<file path="config.mk">
export PLATFORM = sky130hd
export DESIGN_NAME = mem_access_ctrl_flat
export DESIGN_NICKNAME = d
export VERILOG_FILES = /design/src/rtl/mem_access_ctrl_pkg.sv /design/src/rtl/mem_access_ctrl_if.sv /design/src/rtl/mem_access_ctrl_byte_lane_unit.sv /design/src/rtl/mem_access_ctrl.sv /design/src/flat_wrapper.sv
export SDC_FILE = /design/constraint.sdc
export NUM_CORES = 1
export LEC_CHECK = 0
export BUFFER_PORTS_ARGS = -buffer_cell sky130_fd_sc_hd__buf_2
export CAP_MARGIN = 15
export CELL_PAD_IN_SITES_DETAIL_PLACEMENT = 1
export CELL_PAD_IN_SITES_GLOBAL_PLACEMENT = 1
export CORE_UTILIZATION = 32
export CTS_CLUSTER_DIAMETER = 30
export CTS_CLUSTER_SIZE = 16
export DETAILED_ROUTE_END_ITERATION = 8
export GPL_TIMING_DRIVEN = 0
export PLACE_DENSITY = 0.79
export SLEW_MARGIN = 20
export SYNTH_ARGS = -nofsm -noshare
export SYNTH_HDL_FRONTEND = slang
export SYNTH_SLANG_ARGS = --single-unit
export TNS_END_PERCENT = 1
</file>
<file path="constraint.sdc">
create_clock -name clk -period 2.4 [get_ports clk]
set_clock_uncertainty 0.1 [all_clocks]
set_input_delay 0.24 -clock clk [delete_from_list [all_inputs] [get_ports clk]]
set_output_delay 0.24 -clock clk [all_outputs]
set_load 0.01 [all_outputs]
</file>
<file path="src/rtl/mem_access_ctrl_pkg.sv">
// rtl/mem_access_ctrl_pkg.sv - size/state encodings and alignment helpers for the memory-access stage
// Shared by the controller, its lane unit and the bench.
package mem_access_pkg;

   localparam logic [1:0] SZ_BYTE = 2'b00;
   localparam logic [1:0] SZ_HALF = 2'b01;
   localparam logic [1:0] SZ_WORD = 2'b10;

   typedef enum logic [1:0] {
      IDLE    = 2'd0,
      LD_WAIT = 2'd1,
      ST_RMW  = 2'd2
   } state_t;

   // Size 2'b11 behaves as a word everywhere.
   function automatic logic is_subword(input logic [1:0] size);
      return (size == SZ_BYTE) || (size == SZ_HALF);
   endfunction

   function automatic logic is_misaligned(input logic [1:0] size, input logic [1:0] lane);
      logic r_bad;
      case (size)
         SZ_BYTE: r_bad = 1'b0;
         SZ_HALF: r_bad = lane[0];
         default: r_bad = (lane != 2'b00);
      endcase
      return r_bad;
   endfunction

endpackage

</file>
<file path="src/rtl/mem_access_ctrl_if.sv">
// rtl/mem_access_ctrl_if.sv - pipeline request and RAM port bundle for the memory-access stage
// master = pipeline plus RAM side, slave = the controller.
interface mem_access_ctrl_if #(
   parameter int RAM_ADDR_BITS = 5
);
   logic                     mem_read;
   logic                     mem_write;
   logic [1:0]               size;
   logic                     sign_ext;
   logic [31:0]              addr;
   logic [31:0]              wdata;
   logic                     ram_we;
   logic [RAM_ADDR_BITS-1:0] ram_addr;
   logic [31:0]              ram_wdata;
   logic [31:0]              ram_rdata;
   logic [31:0]              load_data;
   logic                     load_valid;
   logic                     stall;
   logic                     misaligned;

   modport master (
      output mem_read, mem_write, size, sign_ext, addr, wdata, ram_rdata,
      input  ram_we, ram_addr, ram_wdata, load_data, load_valid, stall, misaligned
   );

   modport slave (
      input  mem_read, mem_write, size, sign_ext, addr, wdata, ram_rdata,
      output ram_we, ram_addr, ram_wdata, load_data, load_valid, stall, misaligned
   );

endinterface

</file>
<file path="src/rtl/mem_access_ctrl_byte_lane_unit.sv">
// rtl/mem_access_ctrl_byte_lane_unit.sv - little-endian lane extract and merge for sub-word accesses
// One instance serves both the load path (extract) and the store RMW path (merge).
module byte_lane_unit
   import mem_access_pkg::*;
(
   input  logic [31:0] i_word,
   input  logic [31:0] i_wdata,
   input  logic [1:0]  i_lane,
   input  logic [1:0]  i_size,
   input  logic        i_sign,
   output logic [31:0] o_extract,
   output logic [31:0] o_merge
);

   logic [7:0]  w_byte;
   logic [15:0] w_half;

   always_comb begin
      case (i_lane)
         2'd0:    w_byte = i_word[7:0];
         2'd1:    w_byte = i_word[15:8];
         2'd2:    w_byte = i_word[23:16];
         default: w_byte = i_word[31:24];
      endcase
      w_half = i_lane[1] ? i_word[31:16] : i_word[15:0];
   end

   always_comb begin
      o_extract = i_word;
      case (i_size)
         SZ_BYTE: o_extract = {{24{i_sign & w_byte[7]}}, w_byte};
         SZ_HALF: o_extract = {{16{i_sign & w_half[15]}}, w_half};
         default: o_extract = i_word;
      endcase
   end

   always_comb begin
      o_merge = i_wdata;
      case (i_size)
         SZ_BYTE: begin
            o_merge = i_word;
            case (i_lane)
               2'd0:    o_merge[7:0]   = i_wdata[7:0];
               2'd1:    o_merge[15:8]  = i_wdata[7:0];
               2'd2:    o_merge[23:16] = i_wdata[7:0];
               default: o_merge[31:24] = i_wdata[7:0];
            endcase
         end
         SZ_HALF: begin
            o_merge = i_word;
            if (i_lane[1]) o_merge[31:16] = i_wdata[15:0];
            else           o_merge[15:0]  = i_wdata[15:0];
         end
         default: o_merge = i_wdata;
      endcase
   end

endmodule

</file>
<file path="src/rtl/mem_access_ctrl.sv">
// rtl/mem_access_ctrl.sv - byte/half/word load-store controller over a single-port synchronous RAM
// Word stores go straight through; loads and sub-word stores take one extra stalled cycle.
module mem_access_ctrl
   import mem_access_pkg::*;
#(
   parameter int RAM_WIDTH     = 32,
   parameter int RAM_ADDR_BITS = 5
) (
   input  logic               clk,
   input  logic               rst,
   mem_access_ctrl_if.slave   bus
);

   state_t                   r_state;
   state_t                   w_next;
   logic [RAM_ADDR_BITS+1:0] r_addr;
   logic [1:0]               r_size;
   logic                     r_sign;
   logic [RAM_WIDTH-1:0]     r_wdata;

   logic        w_req;
   logic        w_mis;
   logic        w_latch;
   logic [31:0] w_extract;
   logic [31:0] w_merge;
   logic        w_unused;

   assign w_unused = ^bus.addr[31:RAM_ADDR_BITS+2];
   assign w_req    = bus.mem_read | bus.mem_write;
   assign w_mis    = w_req & is_misaligned(bus.size, bus.addr[1:0]);
   assign w_latch  = (r_state == IDLE) & w_req & ~w_mis;

   byte_lane_unit u_lane (
      .i_word    (bus.ram_rdata),
      .i_wdata   (r_wdata),
      .i_lane    (r_addr[1:0]),
      .i_size    (r_size),
      .i_sign    (r_sign),
      .o_extract (w_extract),
      .o_merge   (w_merge)
   );

   always_ff @(posedge clk or posedge rst) begin
      if (rst) r_state <= IDLE;
      else     r_state <= w_next;
   end

   always_ff @(posedge clk or posedge rst) begin
      if (rst) begin
         r_addr  <= '0;
         r_size  <= SZ_BYTE;
         r_sign  <= 1'b0;
         r_wdata <= '0;
      end else if (w_latch) begin
         r_addr  <= bus.addr[RAM_ADDR_BITS+1:0];
         r_size  <= bus.size;
         r_sign  <= bus.sign_ext;
         r_wdata <= bus.wdata;
      end
   end

   // Outputs are forced low during reset so an aborted RMW never writes.
   always_comb begin
      w_next         = r_state;
      bus.ram_we     = 1'b0;
      bus.ram_addr   = '0;
      bus.ram_wdata  = '0;
      bus.load_data  = '0;
      bus.load_valid = 1'b0;
      bus.stall      = 1'b0;
      bus.misaligned = 1'b0;
      if (!rst) begin
         case (r_state)
            IDLE: begin
               bus.ram_addr = bus.addr[RAM_ADDR_BITS+1:2];
               if (w_req) begin
                  if (w_mis) begin
                     bus.misaligned = 1'b1;
                  end else if (bus.mem_write) begin
                     if (is_subword(bus.size)) begin
                        bus.stall = 1'b1;
                        w_next    = ST_RMW;
                     end else begin
                        bus.ram_we    = 1'b1;
                        bus.ram_wdata = bus.wdata;
                     end
                  end else begin
                     bus.stall = 1'b1;
                     w_next    = LD_WAIT;
                  end
               end
            end
            LD_WAIT: begin
               bus.ram_addr   = r_addr[RAM_ADDR_BITS+1:2];
               bus.load_data  = w_extract;
               bus.load_valid = 1'b1;
               w_next         = IDLE;
            end
            ST_RMW: begin
               bus.ram_addr  = r_addr[RAM_ADDR_BITS+1:2];
               bus.ram_we    = 1'b1;
               bus.ram_wdata = w_merge;
               w_next        = IDLE;
            end
            default: w_next = IDLE;
         endcase
      end
   end

endmodule

</file>
<file path="src/flat_wrapper.sv">
// flat-port wrapper written by rule: the top's interface ports become plain ports
module mem_access_ctrl_flat import mem_access_pkg::*;
#(
   parameter int RAM_WIDTH     = 32,
   parameter int RAM_ADDR_BITS = 5
)
  (clk, rst, bus_mem_read, bus_mem_write, bus_size, bus_sign_ext, bus_addr, bus_wdata, bus_ram_rdata, bus_ram_we, bus_ram_addr, bus_ram_wdata, bus_load_data, bus_load_valid, bus_stall, bus_misaligned);
  mem_access_ctrl_if #(.RAM_ADDR_BITS(RAM_ADDR_BITS)) bus_i ();
  input  logic clk;
  input  logic rst;
  input wire logic [$bits(bus_i.mem_read)-1:0] bus_mem_read;
  input wire logic [$bits(bus_i.mem_write)-1:0] bus_mem_write;
  input wire logic [$bits(bus_i.size)-1:0] bus_size;
  input wire logic [$bits(bus_i.sign_ext)-1:0] bus_sign_ext;
  input wire logic [$bits(bus_i.addr)-1:0] bus_addr;
  input wire logic [$bits(bus_i.wdata)-1:0] bus_wdata;
  input wire logic [$bits(bus_i.ram_rdata)-1:0] bus_ram_rdata;
  output wire logic [$bits(bus_i.ram_we)-1:0] bus_ram_we;
  output wire logic [$bits(bus_i.ram_addr)-1:0] bus_ram_addr;
  output wire logic [$bits(bus_i.ram_wdata)-1:0] bus_ram_wdata;
  output wire logic [$bits(bus_i.load_data)-1:0] bus_load_data;
  output wire logic [$bits(bus_i.load_valid)-1:0] bus_load_valid;
  output wire logic [$bits(bus_i.stall)-1:0] bus_stall;
  output wire logic [$bits(bus_i.misaligned)-1:0] bus_misaligned;
  assign bus_i.mem_read = bus_mem_read;
  assign bus_i.mem_write = bus_mem_write;
  assign bus_i.size = bus_size;
  assign bus_i.sign_ext = bus_sign_ext;
  assign bus_i.addr = bus_addr;
  assign bus_i.wdata = bus_wdata;
  assign bus_i.ram_rdata = bus_ram_rdata;
  assign bus_ram_we = bus_i.ram_we;
  assign bus_ram_addr = bus_i.ram_addr;
  assign bus_ram_wdata = bus_i.ram_wdata;
  assign bus_load_data = bus_i.load_data;
  assign bus_load_valid = bus_i.load_valid;
  assign bus_stall = bus_i.stall;
  assign bus_misaligned = bus_i.misaligned;
  mem_access_ctrl #(.RAM_WIDTH(RAM_WIDTH), .RAM_ADDR_BITS(RAM_ADDR_BITS)) u_core (.clk(clk), .rst(rst), .bus(bus_i));
endmodule
</file>
# Word level (Yosys, flattened, before mapping)
# Cells that the tools add are included.
[totals]
word_cells = 75
inputBits = 103
ff_bits = 44
[op_classes]
bitwise = 8
n_mux = 44
reduce_logical = 9
n_eq_ne = 9
[op_table]
columns = ["op", "count"]
rows = [
  ["$mux 32", 7],
  ["$pmux 32 s2", 3],
  ["$mux 16", 3],
  ["$mux 8", 4],
  ["$pmux 8 s3", 1],
  ["$mux 1", 17],
  ["$mux 2", 5],
  ["$pmux 5 s2", 1],
  ["$eq 2x1->1 const B", 4],
  ["$logic_not 2->1", 4],
  ["$and 1x1->1", 5],
  ["$mux 5", 1],
  ["$eq 2x2->1 const B", 2],
  ["$pmux 1 s2", 2],
  ["$reduce_and 4->1", 1],
  ["$ne 3x3->1 const B", 1],
  ["$reduce_or 3->1", 1],
  ["$ne 2x1->1 const B", 1],
  ["$ne 2x2->1 const B", 1],
  ["$not 1->1", 2],
  ["$reduce_bool 2->1", 1],
  ["$reduce_or 2->1", 1],
  ["$logic_or 1x1->1", 1],
  ["$or 1x1->1", 1],
]

# Longest topological paths before layout
[logic_depth]
depth_word = 8
mapped_depth = 8
ltp_nobuf = 7

# By module
# A second synthesis with hierarchy kept.
[unflattened]
cells_unflattened = 497
area_unflattened_um2 = 4673.2
[modules_own_cells]
columns = ["mod", "area_per_inst_um2", "instances", "cells_per_inst"]
rows = [
  ["mem_access_ctrl", 2760.1, 1, 247],
  ["byte_lane_unit", 1913.1, 1, 250],
]

# Least setup slack after synthesis
# OpenSTA, ideal clock, no wires.
[synth_path]
path_type = "input port to output port"
start = "input port rst"
end = "output port bus_load_data[21]"
path_buffers = 2
path_stages = 6
t_required_ns = 2.060
arrival_ns = 2.104
slack_ns = -0.044
cell_sequence = "buf_2 inv_2 nand2_1 nor2_1 clkbuf_1 a21o_1"
[synth_via]
elab_chain_cells = 1
[synth_lines]
columns = ["item", "line_no", "text"]
rows = [
  ["start, declared", "flat_wrapper.sv:10", "input logic rst;"],
  ["$mux 32", "mem_access_ctrl.sv:72", "if (!rst) begin"],
  ["end, declared", "flat_wrapper.sv:21", "output wire logic [$bits(bus_i.load_data)-1:0] bus_load_data;"],
]
# No other way between the ends.

# Worst setup path after layout
[layout_path]
start = "register u_core.r_addr[1]"
end = "output port bus_load_data[21]"
[layout_via]
elab_chain_cells = 6
word_cells_on_any_way = 10
cone_classes = "2 x eq/ne; 5 x mux; 2 x bitwise; 1 x reduce/logical"
[layout_lines]
columns = ["item", "line_no", "text"]
rows = [
  ["start, declared", "mem_access_ctrl.sv:16", "logic [RAM_ADDR_BITS+1:0] r_addr;"],
  ["start signal, assigned", "mem_access_ctrl.sv:55", "r_addr <= bus.addr[RAM_ADDR_BITS+1:0];"],
  ["$eq 2x2->1, or another cell as far along", "mem_access_ctrl_byte_lane_unit.sv:19", "case (i_lane)"],
  ["$pmux 8 s3", "mem_access_ctrl_byte_lane_unit.sv:19", ""],
  ["$and 1x1->1", "mem_access_ctrl_byte_lane_unit.sv:31", "SZ_BYTE: o_extract = {{24{i_sign & w_byte[7]}}, w_byte};"],
  ["$pmux 32 s2 (*)", "mem_access_ctrl_byte_lane_unit.sv:30", "case (i_size)"],
  ["$mux 32 (*)", "mem_access_ctrl.sv:73", "case (r_state)"],
  ["$mux 32 (*)", "mem_access_ctrl.sv:72", ""],
]
# Every way passes the cells marked *; elsewhere a longest branch is shown, timed or not.

==> key figures <==
Outcome
  – Outcome: complete, but fails checks
  – Failing checks: negative setup slack

Finish
  – Most common cell after layout, fill and taps aside: buf_2
  – Commonest non-fill, non-tap cells in the layout: 152 x buf_2, 48 x nand2_1, 43 x dfrtp_1, 32 x mux2_4, 29 x mux2i_1
  – Post-route cell area: approximately 5400 sq um
  – Area Growth Syn to Fin: 35.8%
  – Register area: 1100 sq um
  – Area of the multi-input gates: between 2000 and 3000 sq um
  – Fraction of layout cells with a size suffix above 1: between 40 and 50%
  – Nets@finish: just under 700
  – Fill cells: roughly 1500
  – Final core occ: between 40 and 50%
  – # diodes: 0
  – Final std cells w/o fill: around 750

Route
  – Pre-Repair DR Iteration Count: 5
  – DR WL/cell: about 24 um
  – Vias: 4402
  – WL final: between 15000 and 20000 um
  – # DRC: 0
  – Iter 0 DRT Violations: 393
  – Via density: slightly below 6
  – Final ANT Viol Nets: 0

Yosys
  – Share of the synthesized area in the top cell type: between 20 and 30%
  – Ys Warns: 0
  – Ys async rst share: between 90% and 100%
  – Seq/Total Area, Yosys: between 20% and 30%
  – Area leader, netlist: dfrtp_1
  – Number of synthesized flops with an enable pin: 0
  – Post-synthesis simple-gate area fraction: 11.8%
  – Mux cell area share after synthesis: around a quarter
  – Syn Nets: ~530
  – Gate Count Post-Synth: between 400 and 500
  – FF+latch count, synth: between 40 and 50
  – Synth Area in Compound Gates: between 20 and 30%
  – XOR/XNOR share of the synthesized area: 0%
  – Top_reg_cell synth: dfrtp_1
  – Largest family of logic cells by synthesized area: compound AO/OA/AOI/OAI gates
  – Synth Area per Inst: roughly 9.5 sq um
  – Synth Cell Area: 4000 sq um
  – Adder-cell share of the synthesized area: approximately 1.3%
  – Netlist cell types: between 40 and 50
  – Leading post-synthesis cells by cell area: dfrtp_1 28%, mux2_4 12%, mux2i_1 7.8%

Global route
  – Grt met3 use: 3.08%
  – Total gr overflow: 0
  – Gr usage total: between 20 and 30%
  – M1 GR Usage: about two fifths
  – Vias in the first global route: between 4000 and 5000
  – Initial antenna violation count: 0
  – Largest net degree at the start of global routing: 42
  – First-pass GRT wire length: 27300 um
  – GRT busiest layer: met2
  – Grt met2 use: ~47%

Placed design
  – Hpwl dp: ~13000 um
  – Placed insts: 738
  – PortBufs: ~150
  – Gpl congestion: ~0.9
  – Dpl cell area: 4960 sq um

Worst setup path
  – R2R setup slack: roughly 250 ps
  – FF-to-FF End: u_core.r_wdata[21]$_DFFE_PP0P_
  – Slowest stage delay, CP: slightly below 400 ps
  – Crit-path cells: buf_4 > mux2_2 > mux2i_2 > nor4b_4 > buf_4 > buf_6 > a21o_1 > buf_2
  – Critical Path End: bus_load_data[21]
  – Crit-path most repeated cell: buf_4
  – CP startpoint: u_core.r_addr[1]$_DFFE_PP0P_
  – WP data arrival: 2080 ps
  – Crit Path Max Fanout: 10
  – Kind of critical path: reg -> out
  – CP startpoint kind: flip-flop
  – Slowest CP cell: mux2_2
  – Worst R2R Path Depth: 7
  – CP required: between 2000 and 2500 ps
  – CP Capture Type: output port
  – Reg-to-reg startpoint: u_core.r_state[0]$_DFFE_PP0P_

Power
  – Power per Cell Area: between 1000 and 1500 nW/um^2
  – Pleak: between 2 and 3 nW
  – Maximum VDD drop: about 0.43 mV

Timing
  – Minimum clock period: between 2000 and 2500 ps
  – Slew margin rel.: between 50% and 60%
  – PnR worst setup slack: -20.3 ps
  – WHS: 57.7 ps
  – Final hold violations: 0
  – Achievable frequency: between 400 and 500 MHz
  – Period utilisation layout: 101%
  – RSZ-0062 raised after global routing: yes
  – Max-slew violation count: 0
  – Finish-stage setup viols: 2
  – Worst-Margin Slew: between 600 and 700 ps

CTS
  – Clock root buffer: clkbuf_16
  – TritonCTS Sinks: 44
  – Clock transition at the registers of the reported paths: about 70 ps
  – Total CTS buffers: 5
  – H-tree lvl count: 2
  – CTS Buffer Depth: 2
  – Clock tree from TritonCTS: yes
  – Worst skew pair latency: a little under 300 ps

Die
  – Core area: approximately 12000 sq um
  – Initial core utilization: between 30% and 40%
  – Row count: 40
  – I/O pins: between 150 and 200
  – Die height: approximately 110 um
  – Die area: between 10000 and 15000 sq um
  – Die X-Extent: between 100 and 150 um

Worst hold path
  – Worst Hold Class: in -> async

Job
  – Max cap viols: 0
## layout make-up
cell class	count	area share (%)
clock inverters	2	0.230
well taps	168	3.87
flip-flops and latches	44	20.3
clock buffers	5	2.30
multi-input cells	330	51.8
inverters	10	0.945
plain buffers	36	4.93
repair buffers	158	15.6
## worst max-delay path, delay by kind of cell, from the launching register on
family                 cells  cell delay [ps]
AO/OA/AOI/OAI              1              160
flip-flops                 1              330
AND/OR/NAND/NOR            1               80
multiplexers               2              630
buffers and inverters      4              590
## how the worst min path moves through the flow
stage,start,end,slack (ps),cells past startpoint
detailed placement,rst,u_core.r_addr[5]$_DFFE_PP0P_,370,2
floorplan,rst,u_core.r_addr[0]$_DFFE_PP0P_,230,2
global placement,rst,u_core.r_addr[5]$_DFFE_PP0P_,350,2
CTS,rst,u_core.r_state[0]$_DFFE_PP0P_,50,3
global route,bus_sign_ext,u_core.r_sign$_DFFE_PP0P_,80,2
finish,rst,u_core.r_state[0]$_DFFE_PP0P_,60,3
## stage by stage
| stage | worst slack, ps | total power, mW | TNS [ps] |
|---|---|---|---|
| 2_1_floorplan | 239 | 3.86 | 0 |
| 3_3_place_gp | -434 | 4.88 | -12850 |
| 3_5_place_dp | -545 | 5.01 | -16000 |
| 4_1_cts | -52.3 | 5.89 | -561 |
| 5_1_grt | -101 | 6.46 | -1240 |
| 6_report | -20.3 | 6.14 | -27.5 |
## sequential cells by signal, summed over array words and instances (netlist names)
signal	cells
u_core.r_wdata	32
u_core.r_sign	1
u_core.r_size	2
u_core.r_addr	7
u_core.r_state	2
## cell families (layout without fill, tap and decap cells)
kind of cell / Yosys count / count (layout)
AO/OA/AOI/OAI: 145 / 145
adder cells (fa/ha/maj): 4 / 4
buffers and inverters: 47 / 211
flip-flops: 44 / 44
multiplexers: 83 / 83
AND/OR/NAND/NOR: 98 / 98
## timing repair
action	in CTS	in global routing
endpoints found under the setup margin	63	69
pin swaps	5	4
hold buffers	2	0
resized for setup	44	39
hold endpoints to repair	3	0
cloned	0	0
setup buffers	4	3
## synth_stat cells, types with 2 or more instances
cell	count
mux2_4	32
buf_6	5
nor3_1	9
a21oi_1	12
nand3_1	2
o211ai_1	2
buf_4	2
o21ai_0	11
inv_2	2
nor2_1	14
buf_2	11
a21o_1	16
mux2i_1	31
nor2b_1	5
nand2_1	51
a221oi_1	7
dfrtp_1	44
o22ai_1	13
nor3_2	2
mux2_2	20
a32oi_1	7
and2_1	4
nand2b_1	4
ha_1	4
clkbuf_1	19
a32o_1	15
o211a_1	7
a22oi_1	23
inv_1	7
o221ai_1	24
o21a_1	3
## power by group
part / switching, mW / leakage [nW] / internal, mW
Sequential: 0.486 / 0.525 / 1.11
Combinational: 2.03 / 2.27 / 1.81
Clock: 0.317 / 0.0657 / 0.379
Total: 2.83 / 2.86 / 3.30
## metal layers
| layer | vias up | part of all wire, % |
|---|---|---|
| li1 | 1976 | - |
| met1 | 2186 | 44 |
| met2 | 217 | 47 |
| met3 | 23 | 6.7 |
| met4 | 0 | 1.8 |
| met5 | - | 0 |
(Power assumes the default switching activity.)
